`config.mk`:
```
export PLATFORM = sky130hd
export DESIGN_NAME = sprite_mem_arbiter
export DESIGN_NICKNAME = d
export VERILOG_FILES = /design/src/rtl/sprite_arb_pkg.sv /design/src/rtl/rr_pick.sv /design/src/rtl/sprite_mem_arbiter.sv
export SDC_FILE = /design/constraint.sdc
export NUM_CORES = 1
export LEC_CHECK = 0
export BUFFER_PORTS_ARGS = -buffer_cell sky130_fd_sc_hd__buf_2
export CAP_MARGIN = 10
export CORE_MARGIN = 10
export CORE_UTILIZATION = 49
export CTS_BUF_LIST = sky130_fd_sc_hd__clkbuf_8
export DETAILED_ROUTE_END_ITERATION = 8
export PLACE_DENSITY = 0.88
export SLEW_MARGIN = 5
export SYNTH_ARGS = -nofsm -noshare
export SYNTH_HDL_FRONTEND = slang
export SYNTH_SLANG_ARGS = --single-unit
```
`constraint.sdc`:
```
create_clock -name clk -period 4.3 [get_ports clk]
set_clock_uncertainty 0.15 [all_clocks]
set_input_delay 0 -clock clk [delete_from_list [all_inputs] [get_ports clk]]
set_output_delay 0 -clock clk [all_outputs]
set_load 0.02 [all_outputs]
```
`src/rtl/sprite_arb_pkg.sv`:
```
// Shared constants and the wrap-around priority search for the sprite memory arbiter.
package sprite_arb_pkg;

  localparam int unsigned ADDR_W_DEF = 19;
  localparam int unsigned DATA_W_DEF = 12;
  localparam int unsigned MAX_REQ    = 8;
  localparam int unsigned MAX_RD_LAT = 4;
  localparam int unsigned MAX_IDX_W  = $clog2(MAX_REQ);

  // Index of the first set bit of req at or after start, wrapping modulo n.
  // Returns 0 when req is empty; callers qualify with |req.
  function automatic logic [MAX_IDX_W-1:0] first_set_from(input logic [MAX_REQ-1:0] req,
                                                          input int unsigned start,
                                                          input int unsigned n);
    int unsigned j;
    logic [MAX_IDX_W-1:0] idx;
    idx = '0;
    // Walk from the farthest candidate back to start so the nearest one wins.
    for (int k = MAX_REQ - 1; k >= 0; k--) begin
      if (k < int'(n)) begin
        j = start + k;
        if (j >= n) j = j - n;
        if (req[j]) idx = j[MAX_IDX_W-1:0];
      end
    end
    return idx;
  endfunction

endpackage

```
`src/rtl/rr_pick.sv`:
```
// Combinational round-robin picker: one-hot grant and binary index of the winner.
module rr_pick import sprite_arb_pkg::*; #(
  parameter int unsigned NUM_REQ = 4,
  parameter int unsigned IDX_W   = 2
) (
  input  logic [NUM_REQ-1:0] i_req,
  input  logic [IDX_W-1:0]   i_ptr,
  output logic [NUM_REQ-1:0] o_gnt,
  output logic [IDX_W-1:0]   o_idx,
  output logic               o_valid
);

  logic [MAX_REQ-1:0]   w_req_ext;
  logic [MAX_IDX_W-1:0] w_idx;

  // Search upward from the pointer and decode the winner to one-hot.
  always_comb begin
    w_req_ext              = '0;
    w_req_ext[NUM_REQ-1:0] = i_req;
    w_idx                  = first_set_from(w_req_ext, int'(i_ptr), NUM_REQ);
    o_idx                  = w_idx[IDX_W-1:0];
    o_valid                = |i_req;
    o_gnt                  = '0;
    if (o_valid) o_gnt[o_idx] = 1'b1;
  end

endmodule

```
`src/rtl/sprite_mem_arbiter.sv`:
```
// Round-robin arbiter sharing one BRAM read port among pixel fetchers.
// Optional: ARB_FIXED_PRIO0_EN gives requester 0 (cursor) strict priority.
module sprite_mem_arbiter import sprite_arb_pkg::*; #(
  parameter int unsigned NUM_REQ = 4,
  parameter int unsigned ADDR_W  = ADDR_W_DEF,
  parameter int unsigned DATA_W  = DATA_W_DEF,
  parameter int unsigned RD_LAT  = 2
) (
  input  logic                      clk,
  input  logic                      rstn,
  input  logic                      pause,
  input  logic [NUM_REQ-1:0]        req,
  input  logic [NUM_REQ*ADDR_W-1:0] req_addr,
  output logic [NUM_REQ-1:0]        gnt,
  output logic [NUM_REQ-1:0]        rvalid,
  output logic [DATA_W-1:0]         rdata,
  output logic                      mem_en,
  output logic [ADDR_W-1:0]         mem_addr,
  input  logic [DATA_W-1:0]         mem_rdata,
  output logic                      idle
);

  localparam int unsigned IDX_W = $clog2(NUM_REQ);

  if (NUM_REQ < 2 || NUM_REQ > MAX_REQ) begin : g_bad_num_req
    $error("sprite_mem_arbiter: NUM_REQ must be 2..8");
  end
  if (RD_LAT < 1 || RD_LAT > MAX_RD_LAT) begin : g_bad_rd_lat
    $error("sprite_mem_arbiter: RD_LAT must be 1..4");
  end

  logic [IDX_W-1:0]               r_ptr;
  logic [RD_LAT:0][NUM_REQ-1:0]   r_tag;
  logic [NUM_REQ-1:0]             w_req_rr;
  logic [NUM_REQ-1:0]             w_rr_gnt;
  logic [IDX_W-1:0]               w_rr_idx;
  logic                           w_rr_valid;
  logic [NUM_REQ-1:0]             w_gnt;
  logic [IDX_W-1:0]               w_win;
  logic                           w_adv;
  logic [IDX_W-1:0]               w_ptr_nxt;

`ifdef ARB_FIXED_PRIO0_EN
  // Requester 0 is handled outside the rotation so it never moves the pointer.
  assign w_req_rr = {req[NUM_REQ-1:1], 1'b0};
`else
  assign w_req_rr = req;
`endif

  rr_pick #(
    .NUM_REQ (NUM_REQ),
    .IDX_W   (IDX_W)
  ) u_rr_pick (
    .i_req   (w_req_rr),
    .i_ptr   (r_ptr),
    .o_gnt   (w_rr_gnt),
    .o_idx   (w_rr_idx),
    .o_valid (w_rr_valid)
  );

  // Grant selection; reset and pause both suppress any grant in the same cycle.
  always_comb begin
    w_gnt = '0;
    w_win = '0;
    w_adv = 1'b0;
    if (rstn && !pause) begin
`ifdef ARB_FIXED_PRIO0_EN
      if (req[0]) begin
        w_gnt[0] = 1'b1;
      end else
`endif
      if (w_rr_valid) begin
        w_gnt = w_rr_gnt;
        w_win = w_rr_idx;
        w_adv = 1'b1;
      end
    end
  end

  assign w_ptr_nxt = (w_win == IDX_W'(NUM_REQ - 1)) ? '0 : w_win + 1'b1;

  // Registered BRAM command, pointer advance and one-hot return-tag pipeline.
  always_ff @(posedge clk or negedge rstn) begin
    if (!rstn) begin
      mem_en   <= 1'b0;
      mem_addr <= '0;
      r_ptr    <= '0;
      r_tag    <= '0;
    end else begin
      mem_en <= |w_gnt;
      if (|w_gnt) mem_addr <= req_addr[w_win*ADDR_W +: ADDR_W];
      if (w_adv) r_ptr <= w_ptr_nxt;
      r_tag <= {r_tag[RD_LAT-1:0], w_gnt};
    end
  end

  assign gnt    = w_gnt;
  assign rvalid = r_tag[RD_LAT];
  assign rdata  = mem_rdata;
  assign idle   = ~(|r_tag) & ~(|w_gnt);

endmodule

```
Word-level counts from Yosys, hierarchy flattened. Index checks and enable logic that the tools add are counted.

Flip-flop bits (word level): 34. Latch bits: 0. Memory bits (writable): 0. ROM bits: 0. Input bits: 95. Output and inout port bits: 41. Logic and storage cells: 61. Memories kept: 0.

Add/sub/neg operators: 8. Multiply operators: 1. Div/mod/pow operators: 0. $lt $le $gt $ge: 10. Equality and inequality tests: 1. Shift operators: 1. Muxes and demuxes: 25. Bitwise gates (word level): 3. Reduce and logical (&&, ||, !) cells: 6.

Operators by type and width (number): < comparator 32 x 4 -> 1 bit (second input constant) (4); two-way mux 32 bit (4); >= comparator 32 x 3 -> 1 bit (second input constant) (3); subtractor 32 x 3 -> 32 bit (second input constant) (3); variable part select 76 x 8 -> 19 bit (1); two-way mux 2 bit (7); binary-select mux 1 bit (select 3 bit) (4); OR reduction 12 bit (1); two-way mux 4 bit (2); OR reduction 4 bit (2); multiplier 2 x 5 -> 7 bit (second input constant) (1); two-way mux 1 bit (7); adder 2 x 2 -> 3 bit (second input constant) (2); subtractor 2 x 3 -> 4 bit (second input constant) (1); adder 2 x 1 -> 3 bit (second input constant) (1); >= comparator 2 x 3 -> 1 bit (second input constant) (1); < comparator 2 x 3 -> 1 bit (second input constant) (1); adder 2 x 1 -> 2 bit (second input constant) (1); demux 1 bit (select 2 bit) (1); equality test 2 bit (second input constant) (1); >= comparator 2 x 1 -> 1 bit (second input constant) (1); logical AND 1 bit (2); inverter 1 bit (2); bitwise AND 1 bit (1); logical NOT 1 bit (1).

Longest topological paths before layout.
Word-level depth: 18. Depth in mapped cells: 11.

By module. Synthesis repeated with hierarchy kept, for this count alone.

Cell total of the unflattened synthesis: 202. Area total of the unflattened synthesis: 2157.1 sq um.

Modules (own cells, without submodules): sprite_mem_arbiter (times used 1, cells each 166, area each 1874.3 sq um, sequential area each 850.8 sq um); rr_pick (times used 1, cells each 36, area each 282.8 sq um, sequential area each 0.0 sq um).

Worst setup path after synthesis. No wires, ideal clock.

Kind: register -> register. Start: register r_ptr[0]. End: register r_ptr[1]. Setup time: 0.147 ns. Data arrival time: 2.203 ns. Data required time: 4.003 ns. Slack: 1.800 ns. Stages on the path, launching flop included: 11. Buffers on the path: 2. Cell sequence: dfrtp_1 buf_6 inv_1 ha_1 nor2b_1 a221oi_2 nor4_2 a21oi_1 buf_2 nor2_1 a211oi_1.

Word-level cells in the longest chain between the ends: 13. Elaborated cells on any way between the ends: 32. Classes of those cells: add/sub (8); order compare (4); eq/ne (1); mux (19).

Ends and longest elaborated chain: from (decl) (RTL line sprite_mem_arbiter.sv:32) `logic [IDX_W-1:0] r_ptr;`; from (signal assigned) (RTL line sprite_mem_arbiter.sv:92) `if (w_adv) r_ptr <= w_ptr_nxt;`; adder 2 x 2 -> 3 bit (RTL line sprite_arb_pkg.sv:21) `j = start + k;`; subtractor 32 x 3 -> 32 bit or >= comparator 32 x 3 -> 1 bit (tied branches) (RTL line sprite_arb_pkg.sv:22) `if (j >= n) j = j - n;`; two-way mux 32 bit (RTL line sprite_arb_pkg.sv:22); binary-select mux 1 bit (select 3 bit) (RTL line sprite_arb_pkg.sv:23) `if (req[j]) idx = j[MAX_IDX_W-1:0];`; two-way mux 1 bit (implied by the code) (RTL line sprite_arb_pkg.sv:23); two-way mux 2 bit (3 in series) (RTL line sprite_arb_pkg.sv:23); two-way mux 2 bit (*) (RTL line sprite_arb_pkg.sv:23); two-way mux 2 bit (*) (RTL line sprite_mem_arbiter.sv:72) `if (w_rr_valid) begin`; two-way mux 2 bit (*) (RTL line sprite_mem_arbiter.sv:66) `if (rstn && !pause) begin`; adder 2 x 1 -> 2 bit or equality test 2 bit (tied branches) (RTL line sprite_mem_arbiter.sv:80) `assign w_ptr_nxt = (w_win == IDX_W'(NUM_REQ - 1)) ? '0 : w_win + 1'b1;`; two-way mux 2 bit (*) (RTL line sprite_mem_arbiter.sv:80).

Every way passes the cells marked *; elsewhere a longest branch is shown, timed or not. The select of a mux whose other input is x is not followed. A chain may end at the register's enable or synchronous reset.

Final worst setup path.
Start: register r_ptr[1]. End: register mem_addr[6].

Word-level cells in the longest chain between the ends: 16. Elaborated cells on any way between the ends: 39. Classes of those cells: add/sub (7); mul (1); order compare (6); shift (1); mux (22); reduce/logical (2).

Ends and longest elaborated chain: adder 2 x 2 -> 3 bit (RTL line sprite_arb_pkg.sv:21); subtractor 32 x 3 -> 32 bit or >= comparator 32 x 3 -> 1 bit (tied branches) (RTL line sprite_arb_pkg.sv:22); two-way mux 32 bit (RTL line sprite_arb_pkg.sv:22); binary-select mux 1 bit (select 3 bit) (RTL line sprite_arb_pkg.sv:23); two-way mux 1 bit (implied by the code) (RTL line sprite_arb_pkg.sv:23); two-way mux 2 bit (3 in series) (RTL line sprite_arb_pkg.sv:23); two-way mux 2 bit (*) (RTL line sprite_arb_pkg.sv:23); branches (longest 7 deep; another with multiplier 2 x 5 -> 7 bit); to (signal assigned) (RTL line sprite_mem_arbiter.sv:91) `if (|w_gnt) mem_addr <= req_addr[w_win*ADDR_W +: ADDR_W];`; to (decl) (RTL line sprite_mem_arbiter.sv:18) `output logic [ADDR_W-1:0] mem_addr,`.

Mark *: on every way between the ends. The select of a mux whose other input is x is not followed.

==> results.txt <==
Compound-Gate Fraction of Synth Area - 36.2%
Initial Utilization - 50.3%
Mux cell area share after synthesis - 4.88%
Core area - 4690 um2
WS Path Type - reg2reg
WHS - 0.0101 ns
Clk root buf - clkbuf_8
Transition time of the tightest slew-check pin - 0.979 ns
Critical Path RT - 4.33 ns
CTS clock-pin slew for the worst setup and hold paths - 0.08 ns
Final Cycle Share - 92.2%
P_leak - 1.63 nW
GR Util All Layers - 22.4%
Design area - 3450 um2
Pwr/cell area - 661 nW/um2
TNS Setup - 0 ns
Post-Route WL - 8970 um
IO Count - 136
Fin cells - 430
Share of layout cells above drive strength 1 - 38.6%
Cell Chain, Critical Path - ha_1 > nor2b_1 > a221oi_2 > nor4_4 > buf_4 > a21oi_4 > mux2i_1 > dlygate4sd3_1 > o211ai_1 > dlygate4sd3_1
Mapped Cells - 235
Clock Tree Buf Depth - 2
Tmin final - 3.97 ns
CP Launch Type - flop
Post-synth EDFFs - 0
Family with the most delay on the worst path - buffers and inverters
# diodes - 0
Slowest CP cell - dlygate4sd3_1
FFs w/ async S/R, synth - 100%
Die Y-Extent - 89.4 um
Syn_area_per_cell - 10.0 um2
Synth Area in XOR/XNOR - 0%
Hold Path Cell Cnt - 4
# Post-CTS Setup Buffers - 0
Seq cells post-synth - 34
Die ar. - 7990 um2
Worst vdd ir - 0.000382 V
Crit path DAT - 4.00 ns
Number of cell rows - 25
Status - finished clean
Synth cell types - 38
Die width - 89.4 um
Post-Synth Adder-Cell Area - 0.530%
Global route overflow - 0
Htree depth - 2
Yosys top cell area share - 36.1%
Mapped Area - 2360 um2
Final Max Slew Viols - 0
Syn Nets - 331
Initial antenna violation count - 0
Clock Sinks - 34
Via count - 2703
# DRC - 0
Vias in the first global route - 2830
Fmax - 252 MHz
HP Start - req_addr[14]
Min-delay worst type - in2reg
Synth Warn # - 0
Hold Path End - mem_addr[14]
WL/cell - 20.9 um
Post-Place Cell Area - 2790 um2
RSZ-0062 raised after global routing - no
Max-slew headroom - 34.7%
CTS tree - built
Final hold vios - 0
Synth area leader - dfrtp_1
DR pass1 iterations - 4
Max-Cap Viols - 0
Synth area leaders - dfrtp_1, o32ai_2, a32o_1, a22o_1, nand2_1
Worst-skew pair later-pin latency - 0.30 ns
Max incr delay on CP - 0.58 ns
Vias/cell - 6.29
Area Growth Syn to Fin - 46.2%
Critical path buffer and inverter count - 3
Crit-path most repeated cell - dlygate4sd3_1
Fillers - 329
DRT iter0 DRCs - 269
Reg-to-Reg End - mem_addr[6]
Pin count of the biggest net entering global routing - 35
CP Max Fanout - 21
Power, Total - 0.00228 W
FF-to-FF path depth - 10
Seq/Total Area, Yosys - 36.1%
R2R setup slack - 0.33 ns
Top FF cell, synth - dfrtp_1
PortBufs - 111
Post-Synth Simple-Gate Area - 11.7%
Crit. End Element - flop
Nets - 471
First-pass GRT wire length - 14200 um
Remaining antenna violation count after routing - 0
Post-DP HPWL - 5860 um
Final setup violation count - 0
Num CTS Buffers - 5
Routability cong. - 0.965
Post-Place Cells - 368
Largest family of logic cells by synthesized area - compound AO/OA/AOI/OAI gates
FF-to-FF Start - r_ptr[1]
## final cells by class
class	instances	area, um2	area share (%)
clock buffer	5	68.8	1.99
tap	54	67.6	1.96
timing repair buffer	169	1130	32.6
sequential	34	851	24.7
multi-input combinational	161	1280	37.0
inverter	4	15.0	0.435
clock inverter	3	45.0	1.31
## report_power, final
part           switching [W]  internal [W]
combinational       0.000808      0.000642
clock               0.000133      0.000172
sequential         0.0000861      0.000438
total                0.00103       0.00125
## state kept, by name, indices dropped and copies added, names as in the netlist
register,flops
mem_addr,19
mem_en,1
r_ptr,2
r_tag,8
rvalid,4
## worst max-delay path by stage
stage	from	end	slack (ns)	depth (start not counted)
2_1_floorplan	r_ptr[0]	r_ptr[1]	1.80	10
3_3_place_gp	r_ptr[1]	r_ptr[1]	1.32	7
3_5_place_dp	r_ptr[1]	mem_addr[14]	1.16	8
4_1_cts	r_ptr[1]	mem_addr[6]	0.11	10
5_1_grt	r_ptr[1]	mem_addr[6]	0.17	10
6_report	r_ptr[1]	mem_addr[6]	0.33	10
## metrics by stage
stage          setup WS [ns]  util [%]
2_1_floorplan           1.80         -
3_3_place_gp            1.32      59.4
3_5_place_dp            1.16      59.4
4_1_cts                0.106      73.4
5_1_grt                0.165      73.5
6_report               0.334      73.5
## logic make-up (layout without fill, tap and decap cells)
family / Yosys count / after routing
muxes: 11 / 11
DFF: 34 / 34
and+or+nand+nor: 59 / 59
adders and majority gates: 1 / 1
AOI/OAI and AO/OA: 90 / 90
buffers and inverters: 40 / 181
## worst min-delay path: stages
cell and delay [ns]:
buf_2 0.09, a22o_1 0.11, o21ai_0 0.10, o211ai_1 0.12
## routing by layer
layer,track usage [%],share of wire (%)
met5,0,0
met4,8.67,3.5
met3,7.29,12
met2,38.7,49
met1,25.0,35
## Yosys cell counts, drive strengths merged, types with 3 or more instances
cell / number
clkbuf: 8
nor4: 4
nor2: 7
a31oi: 16
a22o: 19
inv: 4
nand2: 36
o211ai: 4
o32ai: 15
a32o: 19
dfrtp: 34
mux2i: 10
buf: 28
o21ai: 5
a21oi: 3
## layout by cell type, fill, tap and decap left out, types with 3 or more instances in the layout
cell type	count
buf_2	111
dlygate4sd3_1	54
nand2_1	36
dfrtp_1	34
a32o_1	19
a22o_1	19
a31oi_1	16
o32ai_2	14
mux2i_1	10
nor2_1	6
o21ai_0	5
clkbuf_8	5
inv_1	4
o211ai_1	4
buf_4	4
nor4_1	3
## what timing repair did
item | CTS | global route
setup endpoints to repair | 0 | 3
resized for setup | 0 | 1
hold endpoints to repair | 65 | 0
hold buffers | 54 | 0
Note: power is estimated with default switching activity, not from simulation.
